## config.mk

```make
export PLATFORM = sky130hd
export DESIGN_NAME = fpf_decoder_23
export DESIGN_NICKNAME = d
export VERILOG_FILES = /design/src/rtl/fpf_decoder_23_pkg.sv /design/src/rtl/fpf_decoder_23_pattern_check.sv /design/src/rtl/fpf_decoder_23.sv
export SDC_FILE = /design/constraint.sdc
export NUM_CORES = 1
export LEC_CHECK = 0
export CAP_MARGIN = 20
export CORE_ASPECT_RATIO = 1.25
export CORE_MARGIN = 5
export CORE_UTILIZATION = 55
export CTS_CLUSTER_DIAMETER = 30
export DETAILED_ROUTE_END_ITERATION = 10
export GPL_TIMING_DRIVEN = 0
export PLACE_DENSITY = 0.87
export SETUP_SLACK_MARGIN = 0.5
export SYNTH_ARGS = -nofsm -noshare
export SYNTH_HDL_FRONTEND = slang
export SYNTH_SLANG_ARGS = --single-unit
```

## constraint.sdc

```tcl
create_clock -name clock -period 5.8 [get_ports clock]
set_input_delay 1.16 -clock clock [delete_from_list [all_inputs] [get_ports clock]]
set_output_delay 1.16 -clock clock [all_outputs]
set_load 0.1 [all_outputs]
```

## src/rtl/fpf_decoder_23_pkg.sv

```systemverilog
// Shared FNS header for the 23-wire FPF encoder/decoder pair.
// Holds the decoded value width (FBLEN23), the Fibonacci weights FNS01..FNS25,
// the partial-sum group boundaries (8/8/7 bits) and helpers that compute
// weighted group sums.
package fpf_decoder_23_pkg;

  localparam int unsigned FBLEN23 = 17;
  localparam int unsigned CODE_W  = 23;

  localparam int unsigned FNS01 = 1;
  localparam int unsigned FNS02 = 1;
  localparam int unsigned FNS03 = 2;
  localparam int unsigned FNS04 = 3;
  localparam int unsigned FNS05 = 5;
  localparam int unsigned FNS06 = 8;
  localparam int unsigned FNS07 = 13;
  localparam int unsigned FNS08 = 21;
  localparam int unsigned FNS09 = 34;
  localparam int unsigned FNS10 = 55;
  localparam int unsigned FNS11 = 89;
  localparam int unsigned FNS12 = 144;
  localparam int unsigned FNS13 = 233;
  localparam int unsigned FNS14 = 377;
  localparam int unsigned FNS15 = 610;
  localparam int unsigned FNS16 = 987;
  localparam int unsigned FNS17 = 1597;
  localparam int unsigned FNS18 = 2584;
  localparam int unsigned FNS19 = 4181;
  localparam int unsigned FNS20 = 6765;
  localparam int unsigned FNS21 = 10946;
  localparam int unsigned FNS22 = 17711;
  localparam int unsigned FNS23 = 28657;
  localparam int unsigned FNS24 = 46368;
  localparam int unsigned FNS25 = 75025;

  // Partial-sum groups: [7:0], [15:8], [22:16]
  localparam int unsigned GRP0_LO = 0;
  localparam int unsigned GRP0_HI = 7;
  localparam int unsigned GRP1_LO = 8;
  localparam int unsigned GRP1_HI = 15;
  localparam int unsigned GRP2_LO = 16;
  localparam int unsigned GRP2_HI = 22;

  typedef logic [FBLEN23-1:0] fns_val_t;

  typedef struct packed {
    fns_val_t p0;
    fns_val_t p1;
    fns_val_t p2;
  } psum_t;

  // Weight of codeword bit k is FNS(k+1).
  function automatic fns_val_t fns_weight(input int unsigned k);
    int unsigned w;
    case (k)
      0:       w = FNS01;
      1:       w = FNS02;
      2:       w = FNS03;
      3:       w = FNS04;
      4:       w = FNS05;
      5:       w = FNS06;
      6:       w = FNS07;
      7:       w = FNS08;
      8:       w = FNS09;
      9:       w = FNS10;
      10:      w = FNS11;
      11:      w = FNS12;
      12:      w = FNS13;
      13:      w = FNS14;
      14:      w = FNS15;
      15:      w = FNS16;
      16:      w = FNS17;
      17:      w = FNS18;
      18:      w = FNS19;
      19:      w = FNS20;
      20:      w = FNS21;
      21:      w = FNS22;
      22:      w = FNS23;
      23:      w = FNS24;
      24:      w = FNS25;
      default: w = 0;
    endcase
    return fns_val_t'(w);
  endfunction

  function automatic fns_val_t group_sum(input logic [CODE_W-1:0] code,
                                         input int unsigned lo,
                                         input int unsigned hi);
    fns_val_t s;
    s = '0;
    for (int unsigned k = lo; k <= hi; k++) begin
      if (code[k]) s = s + fns_weight(k);
    end
    return s;
  endfunction

endpackage

```

## src/rtl/fpf_decoder_23_pattern_check.sv

```systemverilog
// fpf_pattern_check: combinational forbidden-pattern detector.
// Flags any interior triplet (bits i+1,i,i-1 for i = 1..21) equal to 010 or
// 101. Bits 0 and 22 are never checked as centres.
// Ports:
//   i_code  in  23  codeword
//   o_err   out 1   forbidden pattern present
module fpf_pattern_check
  import fpf_decoder_23_pkg::*;
(
  input  logic [CODE_W-1:0] i_code,
  output logic              o_err
);

  always_comb begin
    o_err = 1'b0;
    for (int unsigned i = 1; i <= CODE_W - 2; i++) begin
      if (i_code[i+1 -: 3] == 3'b010 || i_code[i+1 -: 3] == 3'b101) o_err = 1'b1;
    end
  end

endmodule

```

## src/rtl/fpf_decoder_23.sv

```systemverilog
// fpf_decoder_23: two-stage pipelined decoder from 23-wire FPF codewords to
// their FNS binary value (sum of code_in[k] * FNS(k+1)).
// S1 registers three group partial sums, S2 registers their total.
// Optional build macro: FPF_CHECK_EN -- instantiates fpf_pattern_check and
// carries its flag through both stages on code_err; otherwise code_err = 0.
// Ports:
//   clock      in  1   rising-edge clock
//   reset      in  1   asynchronous active-high reset
//   code_in    in  23  received codeword
//   in_valid   in  1   code_in valid
//   in_ready   out 1   decoder can accept a word
//   data_out   out 17  decoded value
//   out_valid  out 1   data_out/code_err valid
//   out_ready  in  1   downstream accepts output
//   code_err   out 1   forbidden pattern seen (FPF_CHECK_EN only)
module fpf_decoder_23
  import fpf_decoder_23_pkg::*;
(
  input  logic               clock,
  input  logic               reset,
  input  logic [CODE_W-1:0]  code_in,
  input  logic               in_valid,
  output logic               in_ready,
  output logic [FBLEN23-1:0] data_out,
  output logic               out_valid,
  input  logic               out_ready,
  output logic               code_err
);

  logic         w_s2_adv;
  logic         w_s1_adv;
  psum_t        w_psum;
  psum_t        r_psum;
  logic         r_s1_valid;
  logic         r_out_valid;
  fns_val_t     r_data;

  // Backpressure ripples combinationally from out_ready to in_ready.
  assign w_s2_adv = !r_out_valid || out_ready;
  assign w_s1_adv = !r_s1_valid || w_s2_adv;

  always_comb begin
    w_psum.p0 = group_sum(code_in, GRP0_LO, GRP0_HI);
    w_psum.p1 = group_sum(code_in, GRP1_LO, GRP1_HI);
    w_psum.p2 = group_sum(code_in, GRP2_LO, GRP2_HI);
  end

  always_ff @(posedge clock or posedge reset) begin
    if (reset) begin
      r_s1_valid  <= 1'b0;
      r_psum      <= '0;
      r_out_valid <= 1'b0;
      r_data      <= '0;
    end else begin
      if (w_s1_adv) begin
        r_s1_valid <= in_valid;
        if (in_valid) r_psum <= w_psum;
      end
      if (w_s2_adv) begin
        r_out_valid <= r_s1_valid;
        // Max total is 75024 < 2^17, so no overflow handling is needed.
        if (r_s1_valid) r_data <= r_psum.p0 + r_psum.p1 + r_psum.p2;
      end
    end
  end

  assign in_ready  = w_s1_adv;
  assign out_valid = r_out_valid;
  assign data_out  = r_data;

`ifdef FPF_CHECK_EN
  logic w_chk_err;
  logic r_s1_err;
  logic r_out_err;

  fpf_pattern_check u_check (
    .i_code (code_in),
    .o_err  (w_chk_err)
  );

  // Error flag follows the same enables as the data so it stays aligned.
  always_ff @(posedge clock or posedge reset) begin
    if (reset) begin
      r_s1_err  <= 1'b0;
      r_out_err <= 1'b0;
    end else begin
      if (w_s1_adv && in_valid) r_s1_err  <= w_chk_err;
      if (w_s2_adv && r_s1_valid) r_out_err <= r_s1_err;
    end
  end

  assign code_err = r_out_err;
`else
  assign code_err = 1'b0;
`endif

endmodule

```

==> results of run 1 <==
what timing repair did:
item | in CTS | in global routing
pin swaps | 6 | 5
gates resized for setup | 25 | 40
setup buffers | 6 | 3
setup endpoints to repair | 11 | 11
per-stage QoR:
step / instances / hold WS [ns]
after global placement: 1079 / 0.461
after detailed placement: 1080 / 0.465
after CTS: 1102 / 0.475
after global routing: 1105 / 0.493
after floorplan: 875 / 0.450
final: 1105 / 0.468
report_power, final:
group / internal (mW) / total (mW) / switching, mW
clock network: 0.341 / 0.505 / 0.164
registers: 0.551 / 0.661 / 0.110
logic: 0.821 / 2.16 / 1.34
cell families after synthesis:
| group | synth area share (%) |
|---|---|
| AOI/OAI and AO/OA | 24.1 |
| and+or+nand+nor | 21.2 |
| xor gates and xnor gates | 15.6 |
| buffers and inverters | 4.74 |
| adders and majority gates | 11.8 |
| muxes | 1.81 |
| DFF | 20.6 |
| other | 0.0542 |
flip-flops by register name (all words and copies together), names as in the netlist:
signal and flops:
data_out 17, out_valid 1, r_psum 38, r_s1_valid 1
final timing paths:
kind,start,end,cells past startpoint
max reg2reg,r_psum[1],data_out[15],17
max,code_in[18],r_psum[15],20
min,data_out[5],data_out[5],2
min reg2reg,data_out[5],data_out[5],2
max in group asynchronous,reset,r_psum[24],3
min in group asynchronous,reset,data_out[14],2
worst max-delay path, cell delays in order:
cell,delay (ns)
clkdlybuf4s15_1,0.28
buf_6,0.18
inv_2,0.08
ha_1,0.30
buf_4,0.21
inv_1,0.08
ha_1,0.21
nor2b_1,0.13
xnor3_2,0.34
and2b_1,0.22
nor2b_1,0.16
xnor2_2,0.15
o21bai_2,0.25
a211o_1,0.32
a31oi_2,0.22
o21ai_1,0.11
and2_4,0.18
a311o_1,0.37
a211o_1,0.31
o211ai_1,0.08
final cells by class:
class	instances	area, um2	share of cell area [%]
clock inverter	3	40.0	0.489
clock buffer	13	250	3.06
multi-input combinational	737	5440	66.4
timing repair buffer	50	485	5.93
tap	164	205	2.51
sequential	57	1430	17.4
buffer	34	163	1.99
inverter	47	176	2.16
metal layers:
layer | GRT usage (%) | up-vias | wire, um
met5 | 0 | - | 0
met4 | 8.83 | 0 | 537
met3 | 3.24 | 40 | 505
met2 | 38.7 | 120 | 8010
met1 | 23.7 | 2899 | 6190
li1 | - | 3207 | -
layout by cell type, fill, tap and decap left out, types with 5 or more instances in the layout:
master,netlist,layout
or2_2,5,5
clkbuf_16,0,9
inv_2,2,5
and3_1,8,8
buf_4,4,13
nor2_1,41,40
nand3b_1,6,6
and2_1,8,7
ha_1,51,48
xnor2_2,1,7
a21oi_1,39,37
a31oi_1,9,6
o211ai_1,10,10
clkbuf_1,22,24
nor3_1,10,9
o21ai_0,89,87
nand2b_1,18,18
a211oi_1,6,5
nand4_1,7,7
or3_1,6,6
o31ai_1,9,9
o21ai_1,6,5
dfrtp_1,57,57
nand2_1,123,122
xnor2_1,64,58
xor2_2,2,5
xor2_1,46,42
inv_1,44,41
clkdlybuf4s50_1,0,37
mux2i_1,8,6
buf_2,7,5
a211o_1,6,6
fa_1,9,9
nand3_1,32,32
nor2b_1,13,11
a21o_1,14,14
==> run_results.csv, run 1 <==
group,metric,value,unit
power,powerDensity,406,nW/um2
logic_synthesis,synth_common_cells,"nand2_1, o21ai_0, xnor2_1",
logic_synthesis,ys_warn_count,0,
logic_synthesis,synth_top_cell_area_share,20.6,%
timing,setup_violations,0,
timing,final_hold_viol_count,0,
timing,worst_pin_slew,0.970,ns
power,p_total,3.33,mW
logic_synthesis,avgSynthCellArea,7.90,um2
logic_synthesis,yosysTopAreaCell,"dfrtp_1",
drt,vias,6266,
layout,final_util,67.0,%
layout,diodes,0,
logic_synthesis,async_flop_share,100,%
status,outcome,"completed",
logic_synthesis,syn_nets,962,
clock_network,clock_sinks,57,
critical_path,arrival,5.34,ns
timing,clock_skew,0.00374,ns
drt,ant_nets,0,
drt,first_iter_violations,258,
floorplan,std_cell_rows,45,
global_route,grt_pass1_wl,26100,um
global_route,gr-usage-all-layers,21.1,%
logic_synthesis,synthesis.area,6910,um2
floorplan,die_h,135,um
critical_path,worst_setup_path_end_kind,"flip-flop",
floorplan,core_area,12200,um2
floorplan,start_util,56.6,%
placed_design,dp_worst_setup_slack,-0.506,ns
floorplan,die_w,110,um
logic_synthesis,ys_types,85,
timing,timing.final.crit_share,87.9,%
floorplan,pin_count,47,
drt,wl_per_cell,13.8,um
logic_synthesis,synth.most_common_cell,"nand2_1",
timing,layout_min_cycle_time,5.10,ns
drt,drcViolationCount,0,
drt,routed_wl,15200,um
timing,fmax,196,MHz
placed_design,dp_hpwl,12200,um
critical_path,path_class,"input port to flip-flop",
global_route,grt_antenna_before_repair,0,
clock_network,numCtsBuffers,9,
global_route,gr-total-overflow,0,
placed_design,place.port_buffers,40,
power,p_leak,3.50,nW
hold_path,hp-class,"flip-flop to flip-flop",
layout,drive_gt1_share,12.2,%
clock_network,cts_max_level,3,
clock_network,path_clk_slew,0.05,ns
logic_synthesis,synthFlopType,"dfrtp_1",
placed_design,gp_congestion,0.880,
critical_path,crit_required,6.04,ns
layout,fin_nets,1023,
logic_synthesis,synth_enable_flop_cells,0,
timing,finalMaxSlewViolations,0,
floorplan,dieArea,14900,um2
clock_network,cts_tree,"yes",
logic_synthesis,synth_area_leaders,"dfrtp_1, ha_1, xnor2_1",
drt,via_per_inst,5.67,
logic_synthesis,synthCells,875,
timing,fin_setup_tns,0,ns
layout,nFillCells,1001,
clock_network,ctsHoldBuffers,0,
layout,area_growth,18.3,%
timing,fin_ws,0.700,ns
logic_synthesis,ys_ff_latch,57,
drt,dr.pass1.iters,4,
placed_design,post_dp_cell_area,7540,um2
clock_network,root_buffer,"clkbuf_16",
global_route,grt_pass1_vias,5964,
run,drv_cap,0,
timing,rsz0062_at_grt,"false",
critical_path,worstPathMaxFanout,10,
logic_synthesis,ys_seq_area_share,20.6,%
critical_path,reg2reg_setup_slack,2.06,ns
power,max-vdd-ir-drop,0.343,mV
timing,slew_headroom,35.1,%
layout,final_cell_area,8180,um2
critical_path,setup.worst_path.start_class,"input port",
global_route,grt_max_degree,40,
clock_network,clock_path_buffers,2,
clock_network,clk_latency,0.32,ns
No activity file was read; power rests on OpenSTA's default activity.
==> run 2: changes to the inputs <==
Settings changed: CAP_MARGIN 20 to default.
==> results of run 2 <==
No change in the layout: final DEF, timing and power equal those of run 1.
